===== config.mk =====
export PLATFORM = sky130hd
export DESIGN_NAME = lsu_flat
export DESIGN_NICKNAME = d
export VERILOG_FILES = /design/src/rtl/lsu_if.sv /design/src/rtl/lsu.sv /design/src/flat_wrapper.sv
export SDC_FILE = /design/constraint.sdc
export NUM_CORES = 1
export LEC_CHECK = 0
export ABC_AREA = 0
export BUFFER_PORTS_ARGS = -buffer_cell sky130_fd_sc_hd__buf_2
export CAP_MARGIN = 20
export CORE_MARGIN = 3
export CORE_UTILIZATION = 30
export CTS_CLUSTER_SIZE = 24
export DETAILED_ROUTE_END_ITERATION = 10
export PLACE_DENSITY = 0.58
export SYNTH_ARGS = -nofsm -noshare
export SYNTH_HDL_FRONTEND = slang
export SYNTH_SLANG_ARGS = --single-unit

===== constraint.sdc =====
create_clock -name clk -period 2.79 [get_ports clk]
set_clock_uncertainty 0.15 [all_clocks]
set_input_delay 0.279 -clock clk [delete_from_list [all_inputs] [get_ports clk]]
set_output_delay 0.279 -clock clk [all_outputs]
set_load 0.02 [all_outputs]

===== src/rtl/lsu_if.sv =====
// Data-bus side of the load/store unit: a single req/ack channel with
// word-aligned address, byte enables and lane-replicated write data.
interface lsu_if #(
  parameter int ADDR_W = 32,
  parameter int WORD_W = 32
);
  logic              o_bus_req;
  logic              o_bus_we;
  logic [ADDR_W-1:0] o_bus_addr;
  logic [WORD_W-1:0] o_bus_wdata;
  logic [3:0]        o_bus_be;
  logic              i_bus_ack;
  logic [WORD_W-1:0] i_bus_rdata;

  modport master (
    output o_bus_req, o_bus_we, o_bus_addr, o_bus_wdata, o_bus_be,
    input  i_bus_ack, i_bus_rdata
  );

  modport slave (
    input  o_bus_req, o_bus_we, o_bus_addr, o_bus_wdata, o_bus_be,
    output i_bus_ack, i_bus_rdata
  );
endinterface


===== src/rtl/lsu.sv =====
// Load/store unit between EX and ME: runs one bus transaction per memory op,
// stalls upstream while it is outstanding, and returns extended load data.
module lsu #(
  parameter int ADDR_W   = 32,
  parameter int WORD_W   = 32,
  parameter int TIMEOUT  = 255,
  parameter int MEM_OP_W = 4
) (
  input  logic                clk,
  input  logic                clr,
  input  logic [MEM_OP_W-1:0] i_mem_op,
  input  logic [ADDR_W-1:0]   i_addr,
  input  logic [WORD_W-1:0]   i_wdata,
  output logic                o_stall,
  output logic [WORD_W-1:0]   o_mem_read,
  output logic                o_fault,
  lsu_if.master               bus
);

  localparam logic [MEM_OP_W-1:0] OP_NONE     = MEM_OP_W'(0);
  localparam logic [MEM_OP_W-1:0] OP_RD_BYTE  = MEM_OP_W'(1);
  localparam logic [MEM_OP_W-1:0] OP_RD_HALF  = MEM_OP_W'(2);
  localparam logic [MEM_OP_W-1:0] OP_RD_WORD  = MEM_OP_W'(3);
  localparam logic [MEM_OP_W-1:0] OP_RD_UBYTE = MEM_OP_W'(4);
  localparam logic [MEM_OP_W-1:0] OP_RD_UHALF = MEM_OP_W'(5);
  localparam logic [MEM_OP_W-1:0] OP_WR_BYTE  = MEM_OP_W'(6);
  localparam logic [MEM_OP_W-1:0] OP_WR_HALF  = MEM_OP_W'(7);
  localparam logic [MEM_OP_W-1:0] OP_WR_WORD  = MEM_OP_W'(8);

  localparam int                CNT_W   = $clog2(TIMEOUT + 1);
  localparam logic [CNT_W-1:0]  TO_LAST = CNT_W'(TIMEOUT - 1);

  typedef enum logic [1:0] {S_IDLE, S_ACCESS, S_DONE} state_t;

  function automatic logic [3:0] lane_be(input logic [MEM_OP_W-1:0] op, input logic [1:0] lane);
    case (op)
      OP_WR_BYTE: lane_be = 4'b0001 << lane;
      OP_WR_HALF: lane_be = 4'b0011 << {lane[1], 1'b0};
      default:    lane_be = 4'b1111;
    endcase
  endfunction

  function automatic logic [WORD_W-1:0] lane_wdata(input logic [MEM_OP_W-1:0] op, input logic [WORD_W-1:0] d);
    case (op)
      OP_WR_BYTE: lane_wdata = {4{d[7:0]}};
      OP_WR_HALF: lane_wdata = {2{d[15:0]}};
      default:    lane_wdata = d;
    endcase
  endfunction

  function automatic logic [WORD_W-1:0] load_ext(input logic [MEM_OP_W-1:0] op, input logic [1:0] lane,
                                                 input logic [WORD_W-1:0] rdata);
    logic [WORD_W-1:0] sh;
    logic signed [7:0]  sb;
    logic signed [15:0] shw;
    sh  = rdata >> {lane, 3'b000};
    sb  = sh[7:0];
    shw = sh[15:0];
    case (op)
      OP_RD_BYTE:  load_ext = WORD_W'(sb);
      OP_RD_HALF:  load_ext = WORD_W'(shw);
      OP_RD_UBYTE: load_ext = WORD_W'(sh[7:0]);
      OP_RD_UHALF: load_ext = WORD_W'(sh[15:0]);
      default:     load_ext = rdata;
    endcase
  endfunction

  state_t            state_q, state_d;
  logic [CNT_W-1:0]  cnt_q;
  logic              start, misal_hit, ack_hit, to_hit;
  logic              op_half, op_word, op_wr, misal;

  logic [ADDR_W-1:0]   addr_p1;
  logic                we_p1;
  logic [WORD_W-1:0]   wdata_p1;
  logic [3:0]          be_p1;
  logic [MEM_OP_W-1:0] op_p1;
  logic [1:0]          lane_p1;

  assign op_half = (i_mem_op == OP_RD_HALF) || (i_mem_op == OP_RD_UHALF) || (i_mem_op == OP_WR_HALF);
  assign op_word = (i_mem_op == OP_RD_WORD) || (i_mem_op == OP_WR_WORD);
  assign op_wr   = (i_mem_op == OP_WR_BYTE) || (i_mem_op == OP_WR_HALF) || (i_mem_op == OP_WR_WORD);
  assign misal   = (op_half && i_addr[0]) || (op_word && (i_addr[1:0] != 2'b00));

  always_comb begin
    state_d   = state_q;
    o_stall   = 1'b0;
    start     = 1'b0;
    misal_hit = 1'b0;
    ack_hit   = 1'b0;
    to_hit    = 1'b0;
    case (state_q)
      S_IDLE: begin
        if (i_mem_op != OP_NONE) begin
          o_stall = 1'b1;
          state_d = misal ? S_DONE : S_ACCESS;
          misal_hit = misal;
          start     = !misal;
        end
      end
      S_ACCESS: begin
        o_stall = 1'b1;
        // ack checked first so an ack on the last allowed cycle is not a timeout
        if (bus.i_bus_ack) begin
          ack_hit = 1'b1;
          state_d = S_DONE;
        end else if (cnt_q == TO_LAST) begin
          to_hit  = 1'b1;
          state_d = S_DONE;
        end
      end
      S_DONE:  state_d = S_IDLE;
      default: state_d = S_IDLE;
    endcase
    // reset releases the pipeline immediately, not at the next edge
    if (clr) o_stall = 1'b0;
  end

  // Control stage: FSM, timeout counter and ME-facing results
  always_ff @(posedge clk or posedge clr) begin
    if (clr) begin
      state_q    <= S_IDLE;
      cnt_q      <= '0;
      o_mem_read <= '0;
      o_fault    <= 1'b0;
    end else begin
      state_q <= state_d;
      if (state_q != S_ACCESS) cnt_q <= '0;
      else if (!bus.i_bus_ack)  cnt_q <= cnt_q + 1'b1;
      if (misal_hit || to_hit) begin
        o_fault    <= 1'b1;
        o_mem_read <= '0;
      end else if (ack_hit) begin
        o_fault    <= 1'b0;
        o_mem_read <= we_p1 ? '0 : load_ext(op_p1, lane_p1, bus.i_bus_rdata);
      end
    end
  end

  // Request stage p1: bus fields captured on IDLE exit, stable through ACCESS
  always_ff @(posedge clk) begin
    if (start) begin
      addr_p1  <= {i_addr[ADDR_W-1:2], 2'b00};
      we_p1    <= op_wr;
      wdata_p1 <= lane_wdata(i_mem_op, i_wdata);
      be_p1    <= lane_be(i_mem_op, i_addr[1:0]);
      op_p1    <= i_mem_op;
      lane_p1  <= i_addr[1:0];
    end
  end

  assign bus.o_bus_req   = (state_q == S_ACCESS);
  assign bus.o_bus_we    = we_p1;
  assign bus.o_bus_addr  = addr_p1;
  assign bus.o_bus_wdata = wdata_p1;
  assign bus.o_bus_be    = be_p1;

endmodule


===== src/flat_wrapper.sv =====
// flat-port wrapper written by rule: the top's interface ports become plain ports
module lsu_flat 
#(
  parameter int ADDR_W   = 32,
  parameter int WORD_W   = 32,
  parameter int TIMEOUT  = 255,
  parameter int MEM_OP_W = 4
)
  (clk, clr, i_mem_op, i_addr, i_wdata, o_stall, o_mem_read, o_fault, bus_o_bus_req, bus_o_bus_we, bus_o_bus_addr, bus_o_bus_wdata, bus_o_bus_be, bus_i_bus_ack, bus_i_bus_rdata);
  lsu_if #(.ADDR_W(ADDR_W), .WORD_W(WORD_W)) bus_i ();
  input  logic clk;
  input  logic clr;
  input  logic [MEM_OP_W-1:0] i_mem_op;
  input  logic [ADDR_W-1:0] i_addr;
  input  logic [WORD_W-1:0] i_wdata;
  output logic o_stall;
  output logic [WORD_W-1:0] o_mem_read;
  output logic o_fault;
  output wire logic [$bits(bus_i.o_bus_req)-1:0] bus_o_bus_req;
  output wire logic [$bits(bus_i.o_bus_we)-1:0] bus_o_bus_we;
  output wire logic [$bits(bus_i.o_bus_addr)-1:0] bus_o_bus_addr;
  output wire logic [$bits(bus_i.o_bus_wdata)-1:0] bus_o_bus_wdata;
  output wire logic [$bits(bus_i.o_bus_be)-1:0] bus_o_bus_be;
  input wire logic [$bits(bus_i.i_bus_ack)-1:0] bus_i_bus_ack;
  input wire logic [$bits(bus_i.i_bus_rdata)-1:0] bus_i_bus_rdata;
  assign bus_o_bus_req = bus_i.o_bus_req;
  assign bus_o_bus_we = bus_i.o_bus_we;
  assign bus_o_bus_addr = bus_i.o_bus_addr;
  assign bus_o_bus_wdata = bus_i.o_bus_wdata;
  assign bus_o_bus_be = bus_i.o_bus_be;
  assign bus_i.i_bus_ack = bus_i_bus_ack;
  assign bus_i.i_bus_rdata = bus_i_bus_rdata;
  lsu #(.ADDR_W(ADDR_W), .WORD_W(WORD_W), .TIMEOUT(TIMEOUT), .MEM_OP_W(MEM_OP_W)) u_core (.clk(clk), .clr(clr), .i_mem_op(i_mem_op), .i_addr(i_addr), .i_wdata(i_wdata), .o_stall(o_stall), .o_mem_read(o_mem_read), .o_fault(o_fault), .bus(bus_i));
endmodule

; ---- Word-level counts from Yosys, hierarchy flattened
; Cells that the tools add are included.
[totals]
regBits = 116
wordCells = 72
out_inout_bits = 104
input_bits = 103
[op_classes]
muxes = 27
shift = 3
add_sub_neg = 1
n_reduce_logical = 15
eq_ne = 16
[op_table]
columns = operator, n
row1 = $pmux W32 S4, 1
row2 = $mux W32, 3
row3 = $pmux W32 S2, 1
row4 = $shr A32 B5 Y16, 1
row5 = $eq A4 B3 Y1 const B, 5
row6 = $mux W8, 2
row7 = $mux W1, 13
row8 = $eq A4 B2 Y1 const B, 3
row9 = $add A8 B1 Y8 const B, 1
row10 = $eq A8 B8 Y1 const B, 1
row11 = $mux W2, 4
row12 = $pmux W4 S2, 1
row13 = $logic_or A1 B1 Y1, 7
row14 = $ne A2 B1 Y1 const B, 3
row15 = $eq A4 B1 Y1 const B, 1
row16 = $eq A4 B4 Y1 const B, 1
row17 = $pmux W2 S2, 1
row18 = $reduce_bool A2 Y1, 2
row19 = $reduce_bool A4 Y1, 1
row20 = $shl A1 B2 Y4 const A, 1
row21 = $shl A2 B2 Y4 const A, 1
row22 = $ne A3 B1 Y1 const B, 1
row23 = $eq A2 B1 Y1 const B, 1
row24 = $logic_and A1 B1 Y1, 2
row25 = other kinds (4), 4

; ---- Depth between registers and ports, before layout
; Gate-level depths: netlist of the first run.
[depth]
ltp_word = 9
depth_mapped = 7
depth_no_buf = 6

; ---- Worst setup path after synthesis of the first run
; No wires, ideal clock.
[synth_path]
path_kind = input-to-reg
from = input i_mem_op[0]
to = register u_core.addr_p1[10], in the netlist u_core.bus.o_bus_addr[10], enable pin
cell_stages = 4
path_slack_ps = -344
t_arrival_ps = 2543
setup_time_ps = 440
n_path_buf = 1
t_required_ps = 2200
cell_sequence = buf_2 -> a21oi_1 -> o32a_1 -> and3_1
[synth_via]
elab_chain_cells = 8
elab_cells_between_ends = 15
classes_between = 5 x eq/ne / 2 x mux / 8 x reduce/logical
[synth_lines]
columns = element, line_no
row1 = "start, declared", flat_wrapper.sv:13  ; input logic [MEM_OP_W-1:0] i_mem_op;
row2 = $eq A4 B2 Y1 / $eq A4 B3 Y1 (equally long branches), lsu.sv:80  ; assign op_half = (i_mem_op == OP_RD_HALF) || (i_mem_op == OP_RD_UHALF) || (i_mem_op == OP_WR_HALF);
row3 = $logic_or A1 B1 Y1 (2 in a row), lsu.sv:80
row4 = $logic_and A1 B1 Y1, lsu.sv:83  ; assign misal = (op_half && i_addr[0]) || (op_word && (i_addr[1:0] != 2'b00));
row5 = $logic_or A1 B1 Y1, lsu.sv:83
row6 = $logic_not A1 Y1, lsu.sv:98  ; start = !misal;
row7 = $mux W1 (*), lsu.sv:94  ; if (i_mem_op != OP_NONE) begin
row8 = $mux W1 (*), lsu.sv:92  ; case (state_q)
row9 = net u_core.start, lsu.sv:70  ; logic start, misal_hit, ack_hit, to_hit;
row10 = "end signal, assigned", lsu.sv:143  ; addr_p1 <= {i_addr[ADDR_W-1:2], 2'b00};
row11 = "end, declared", lsu.sv:73  ; logic [ADDR_W-1:0] addr_p1;
; Mark *: on every way through the listed nets, which the timed path passes. The rest lies on a longest branch.
; A chain may end at the register's enable or synchronous reset.

; ---- Worst setup path in the final report of the first run
[layout_path]
from = register u_core.lane_p1[1]
to = register u_core.o_mem_read[26]
[layout_via]
elab_chain_cells = 5
[layout_lines]
columns = element, line_no
row1 = "start, declared", lsu.sv:78  ; logic [1:0] lane_p1;
row2 = "start signal, assigned", lsu.sv:148  ; lane_p1 <= i_addr[1:0];
row3 = $shr A32 B5 Y16, lsu.sv:56  ; sh = rdata >> {lane, 3'b000};
row4 = $pmux W32 S4, lsu.sv:59  ; case (op)
row5 = $mux W32, lsu.sv:135  ; o_mem_read <= we_p1 ? '0 : load_ext(op_p1, lane_p1, bus.i_bus_rdata);
row6 = $mux W32, lsu.sv:133  ; end else if (ack_hit) begin
row7 = $mux W32, lsu.sv:130  ; if (misal_hit || to_hit) begin
row8 = "end signal, assigned", lsu.sv:135
row9 = "end, declared", lsu.sv:15  ; output logic [WORD_W-1:0] o_mem_read,
; No other way between the ends. The select of a mux whose other input is x is not followed.

==> results of run 1 <==
[layout make-up]
class | instances | area (µm²)
sequential | 116 | 3270
clock inverter | 15 | 133
inverter | 5 | 18.8
multi-input combinational | 269 | 1770
tap | 220 | 275
clock buffer | 17 | 425
timing repair buffer | 272 | 1670
fill | 1623 | 9200
[cell families (layout without fill, tap and decap cells)]
logic type | after synthesis | after routing
compound gates | 124 | 124
xor+xnor | 6 | 6
fa+ha+maj | 2 | 2
buf+inv | 36 | 309
flops | 116 | 116
mux | 41 | 41
other cells | 1 | 2
simple gates | 94 | 94
[per-layer routing]
layer	GRT usage	vias up
li1	-	2113
met1	0.215	2185
met2	0.278	229
met3	0.0581	16
met4	0.0582	0
met5	0	-
[power groups by stage]
stage / sequential (mW) / clock (mW) / combinational [mW]
2_1_floorplan: 3.18 / 0 / 0.912
3_3_place_gp: 2.65 / 0 / 2.22
3_5_place_dp: 2.67 / 0 / 2.24
4_1_cts: 2.64 / 2.11 / 2.31
5_1_grt: 2.70 / 2.20 / 2.47
6_report: 2.65 / 2.05 / 2.28
[stage by stage]
step | util | power (mW) | std cells | hold WS, ns | instance area [µm²]
after global routing | 0.451 | 7.38 | 914 | 0.00905 | 7560
final | 0.451 | 6.99 | 914 | 0.0191 | 7560
after global placement | 0.384 | 4.87 | 826 | 0.306 | 6440
after CTS | 0.451 | 7.07 | 914 | 0.00658 | 7560
after detailed placement | 0.384 | 4.91 | 826 | 0.307 | 6440
after floorplan | - | 4.10 | 421 | 0.228 | 5200
[worst min path at each step]
| stage | from | end | slack [ns] |
|---|---|---|---|
| 2_1_floorplan | i_addr[10] | u_core.bus.o_bus_addr[10] | 0.23 |
| 3_3_place_gp | i_addr[6] | u_core.bus.o_bus_addr[6] | 0.31 |
| 3_5_place_dp | i_addr[2] | u_core.bus.o_bus_addr[2] | 0.31 |
| 4_1_cts | i_wdata[19] | u_core.bus.o_bus_wdata[19] | 0.007 |
| 5_1_grt | bus_i_bus_rdata[12] | u_core.o_mem_read[12] | 0.009 |
| 6_report | i_wdata[29] | u_core.bus.o_bus_wdata[29] | 0.02 |
[tightest hold or removal path, delay by kind of cell]
family	cells	cell delay, ns
compound gates	1	0.06
buf+inv	1	0.08
simple gates	1	0.05
[flip-flops by register name, summed over array words and instances, names as in the netlist, 2 cells and up]
name	cells
u_core.bus.o_bus_addr	30
u_core.bus.o_bus_be	4
u_core.bus.o_bus_wdata	32
u_core.cnt_q	8
u_core.lane_p1	2
u_core.o_mem_read	32
u_core.op_p1	4
u_core.state_q	2
[what timing repair did]
item,CTS,global route
hold endpoints to repair,98,0
hold buffers,56,0
buffers inserted,0,0
[placed cells by master (no fill, tap or decap), drive strengths merged, types with 2 or more instances in the layout]
master       count
a41oi            3
a21oi            4
clkbuf          17
dlygate4sd3     56
buf            216
edfxtp          73
dfrtp           43
conb             2
xor2             4
a221oi           9
nor4b            2
xnor2            2
nand2b           4
o22ai           21
o21ai           68
inv             15
and3             6
nand2           43
nand3            4
or3              2
mux2             8
ha               2
nor2b            7
o32ai            3
o2bb2ai          8
mux2i           32
clkinvlp         5
nor2            17
==> results.tsv, run 1 <==
metric	value	unit
actual slew at the worst max-slew pin	1.23	ns
outcome	complete, no violations	
Post-synth EDFFs	73	
Cell Area, Synth	5200	µm²
Worst path top cell family by delay	compound AO/OA/AOI/OAI gates	
async set or reset register ratio after synthesis	0.371	
initial DRC count	295	
post-route clock period utilization	0.929	
met1 wire length	6590	µm
part of the power in the clock network	0.294	
Synth Flop Type	edfxtp_1	
Logic pwr share	0.327	
CP Data Arrival Time	2.68	ns
Worst Path Buf+Inv	1	
largest cells by area after synthesis	edfxtp_1, dfrtp_1, o21ai_0, mux2i_1, nand2_1	
# clock sinks	116	
Int Pwr	4.36	mW
setup TNS	0	ns
multiplexer area fraction after synthesis	0.0833	
startpoint types	flip-flop	
Leakage	3.32	nW
sequential cell area fraction in the yosys report	0.629	
Crit Path Class	flip-flop to flip-flop	
r2r startpoint	u_core.lane_p1[1]	
Stages on worst setup path	5	
Largest stage delay, worst path	1.02	ns
DP HPWL	11100	µm
height of the die	138	µm
Net Sw Power	2.63	mW
post-synthesis compound-gate area fraction	0.150	
first-pass GRT wire length	24900	µm
Sw Share	0.376	
Worst-Skew Late Latency	0.41	ns
WHS Path Cells	3	
core box area	16800	µm²
CP startpoint	u_core.lane_p1[1]	
chip width	138	µm
Global Route Usage Sum	0.172	
main combinational cell family by area after synthesis	compound AO/OA/AOI/OAI gates	
Post-Synthesis Cells	420	
initial antenna violation count	0	
Reg clk slew, reported paths	0.06	ns
Reg-to-Reg End	u_core.o_mem_read[26]	
FMAX	386	MHz
Area growth, synth to finish	45.4	%
Avg WL per Cell	17.9	µm
biggest area consumer among synthesized cells	edfxtp_1	
H-tree levels	4	
root buf cell	clkbuf_16	
Final Hold Viols	0	
DIE AREA	18900	µm²
Synth Area in Adders	0.00481	
flop-to-flop setup slack	0.20	ns
Antenna Cells	0	
Num CTS Buffers	17	
Rel. slew slack	0.178	
routability cong.	0.838	
crit path time final	2.59	ns
Final nets	786	
IO Port Bufs	204	
count of cells resized by post-cts repair	0	
area share of and/or/nand/nor cells after synthesis	0.0886	
top-count cell post-synth	edfxtp_1	
total wire length	16300	µm
pwr/cell area	924	nW/µm²
routed vias	4543	
Max Cap Viol	0	
metal3 WL	1740	µm
IO Count	207	
layout cells sized above 1	0.379	
CP endpoint	u_core.o_mem_read[26]	
DRT antenna net count	0	
Yosys reg bits	116	
DRC viols	0	
Sequential Power Share	0.379	
Hold WC Path Type	input port to flip-flop	
CTS tree	built	
CP Max Fanout	19	
yosys warns	0	
remaining global-route overflow	0	
Worst R2R Path Depth	5	
dpl ws	0.273	ns
Starting Density	0.310	
max layer used	met4	
WL met2	7800	µm
fin. max-slew vios	0	
Synth Area in XOR/XNOR	0.0101	
row count	47	
Max VDD drop	0.450	mV
Final setup viols	0	
largest net degree at the start of global routing	75	
TritonRoute pass-1 iters	5	
Synth cell types	49	
RSZ-0062 raised after global routing	false	
synth cell count leaders	edfxtp_1, o21ai_0, dfrtp_1, nand2_1, mux2i_1	
mean number of vias per cell	4.97	
CP Data Required Time	2.88	ns
Post-Syn Area per Cell	12.4	µm²
crit path cell chain	buf_4 -> mux2i_1 -> o2bb2ai_1 -> a221oi_2 -> o22ai_1	
slowest CP cell	a221oi_2	
setup ws final	0.199	ns
Setup crit end kind	flip-flop	
post-synth top area share	0.422	
Clock Path Buffers	2	
number of global-route vias before repair	4618	
(Power assumes the default switching activity.)
==> run 2: changes to the inputs <==
--- a/config.mk
+++ b/config.mk
@@ -12,7 +12,7 @@
 export CORE_UTILIZATION = 30
 export CTS_CLUSTER_SIZE = 24
 export DETAILED_ROUTE_END_ITERATION = 10
-export PLACE_DENSITY = 0.58
+export PLACE_DENSITY = 0.56
 export SYNTH_ARGS = -nofsm -noshare
 export SYNTH_HDL_FRONTEND = slang
 export SYNTH_SLANG_ARGS = --single-unit
==> constraint.sdc (replaced) <==
create_clock -name clk -period 3.2 [get_ports clk]
set_clock_uncertainty 0.15 [all_clocks]
set_input_delay 0.32 -clock clk [delete_from_list [all_inputs] [get_ports clk]]
set_output_delay 0.32 -clock clk [all_outputs]
set_load 0.02 [all_outputs]
==> results.tsv, run 2 (synthesis results as in run 1) <==
metric	value	unit	change
commonest cells after routing, fill and taps aside	buf_2, edfxtp_1, o21ai_0, nand2_1, dfrtp_1		
IO Port Bufs	204		unchanged
DRT antenna net count	0		unchanged
Filler Cell Count	1589		-2.1%
pwr/cell area	837	nW/µm²	-9.4%
fin. max-slew vios	0		unchanged
setup ws final	0.504	ns	+0.305 ns
remaining global-route overflow	0		unchanged
total wire length	15900	µm	-2.7%
Setup crit end kind	flip-flop		
height of the die	138	µm	unchanged
met1 wire length	6530	µm	-1.0%
Final Hold Viols	0		unchanged
WL met2	7420	µm	-4.9%
Crit Path Class	flip-flop to flip-flop		
Num CTS Buffers	17		unchanged
count of cells resized by post-cts repair	0		unchanged
post-route cell area	7430	µm²	-1.8%
number of global-route vias before repair	4552		-1.4%
first-pass GRT wire length	24200	µm	-2.8%
Hold WC Path Type	input port to flip-flop		
flop-to-flop setup slack	0.50	ns	+0.30 ns
core box area	16800	µm²	unchanged
IO Count	207		unchanged
Starting Density	0.310		unchanged
startpoint types	flip-flop		
CTS tree	built		
Max VDD drop	0.452	mV	+0.40%
Reg clk slew, reported paths	0.06	ns	about the same
TritonRoute pass-1 iters	4		-1
DP HPWL	11000	µm	-0.40%
dpl ws	0.542	ns	+0.268 ns
Antenna Cells	0		unchanged
largest net degree at the start of global routing	75		unchanged
chip width	138	µm	unchanged
max layer used	met4		
actual slew at the worst max-slew pin	1.25	ns	+0.0203 ns
CP Data Arrival Time	2.77	ns	+0.09 ns
Clock Path Buffers	2		unchanged
initial DRC count	265		-10%
Placement Cell Area	6410	µm²	-0.47%
Max Cap Viol	0		unchanged
most common cell after layout, fill and taps aside	buf_2		
mean number of vias per cell	4.99		+0.35%
Rel. slew slack	0.165		-0.0135
Reg area	3270	µm²	unchanged
DIE AREA	18900	µm²	unchanged
routability cong.	0.897		+7.0%
Final setup viols	0		unchanged
post-route clock period utilization	0.843		-0.0862
FMAX	371	MHz	-3.9%
Global Route Usage Sum	0.166		-0.00559
Overall Power	6.21	mW	-11%
layout cells sized above 1	0.382		+0.00326
initial antenna violation count	0		unchanged
CP Data Required Time	3.27	ns	+0.39 ns
row count	47		unchanged
setup TNS	0	ns	unchanged
Final nets	767		-2.4%
crit path time final	2.70	ns	+0.105 ns
Worst-Skew Late Latency	0.40	ns	about the same
Area growth, synth to finish	42.9	%	
DRC viols	0		unchanged
CP Max Fanout	16		-3
RSZ-0062 raised after global routing	false		
multi-input logic area	1770	µm²	unchanged
Avg WL per Cell	17.8	µm	-0.60%
metal3 WL	1740	µm	-0.17%
H-tree levels	4		unchanged
# clock sinks	116		unchanged
root buf cell	clkbuf_16		
Finished Core Util	0.443		-0.00791
outcome	complete, no violations		
routed vias	4464		-1.7%
Leakage	3.26	nW	-1.5%
run 2: changes by cell type in the layout (fill, tap and decap cells not counted), sizes merged:
cell,previous run,this run
buf,216,212
clkinv,0,6
inv,15,9
clkinvlp,5,2
dlygate4sd3,56,41
bufinv,0,3
run 2: report_power, final:
group / switching (mW) / internal [mW] / total, mW
combinational: 1.34 / 0.629 / 1.97
clock: 0.705 / 1.23 / 1.94
sequential: 0.176 / 2.13 / 2.31
run 2: repair_timing:
item,CTS,global route
endpoints found under the hold margin,83,0
hold buffers,41,0
setup buffers,0,0
run 2: final cells by class:
class                   instances  area share
well taps                     220      0.0371
flip-flops and latches        116       0.440
clock buffers                  17      0.0573
multi-input cells             269       0.238
repair buffers                253       0.201
inverters                       5     0.00253
clock inverters                15      0.0243
run 2: critical path, stage by stage, from the launching register on:
cell and delay [ns]:
edfxtp_1 0.50, mux4_2 0.59, a221oi_2 1.04, o22ai_1 0.24
run 2: final timing paths:
kind	depth (start not counted)	from	endpoint
worst max-delay path	3	u_core.lane_p1[1]	u_core.o_mem_read[24]
worst min-delay path	3	i_wdata[16]	u_core.bus.o_bus_wdata[16]
worst max register to register	3	u_core.lane_p1[1]	u_core.o_mem_read[24]
worst min register to register	1	u_core.o_fault	u_core.o_fault
max in group asynchronous	4	clr	u_core.o_mem_read[6]
min in group asynchronous	4	clr	u_core.state_q[1]
run 2: metal layers:
layer / vias to the layer above / track usage
met5: - / 0
met4: 0 / 0.0576
met3: 17 / 0.0654
met2: 218 / 0.259
met1: 2153 / 0.210
li1: 2076 / -
run 2: metrics by stage:
stage	hold WS, ns	instances
final	0.0347	895
after global routing	0.0382	895
after CTS	0.0136	895
after detailed placement	0.344	822
after global placement	0.343	822
after floorplan	0.269	421
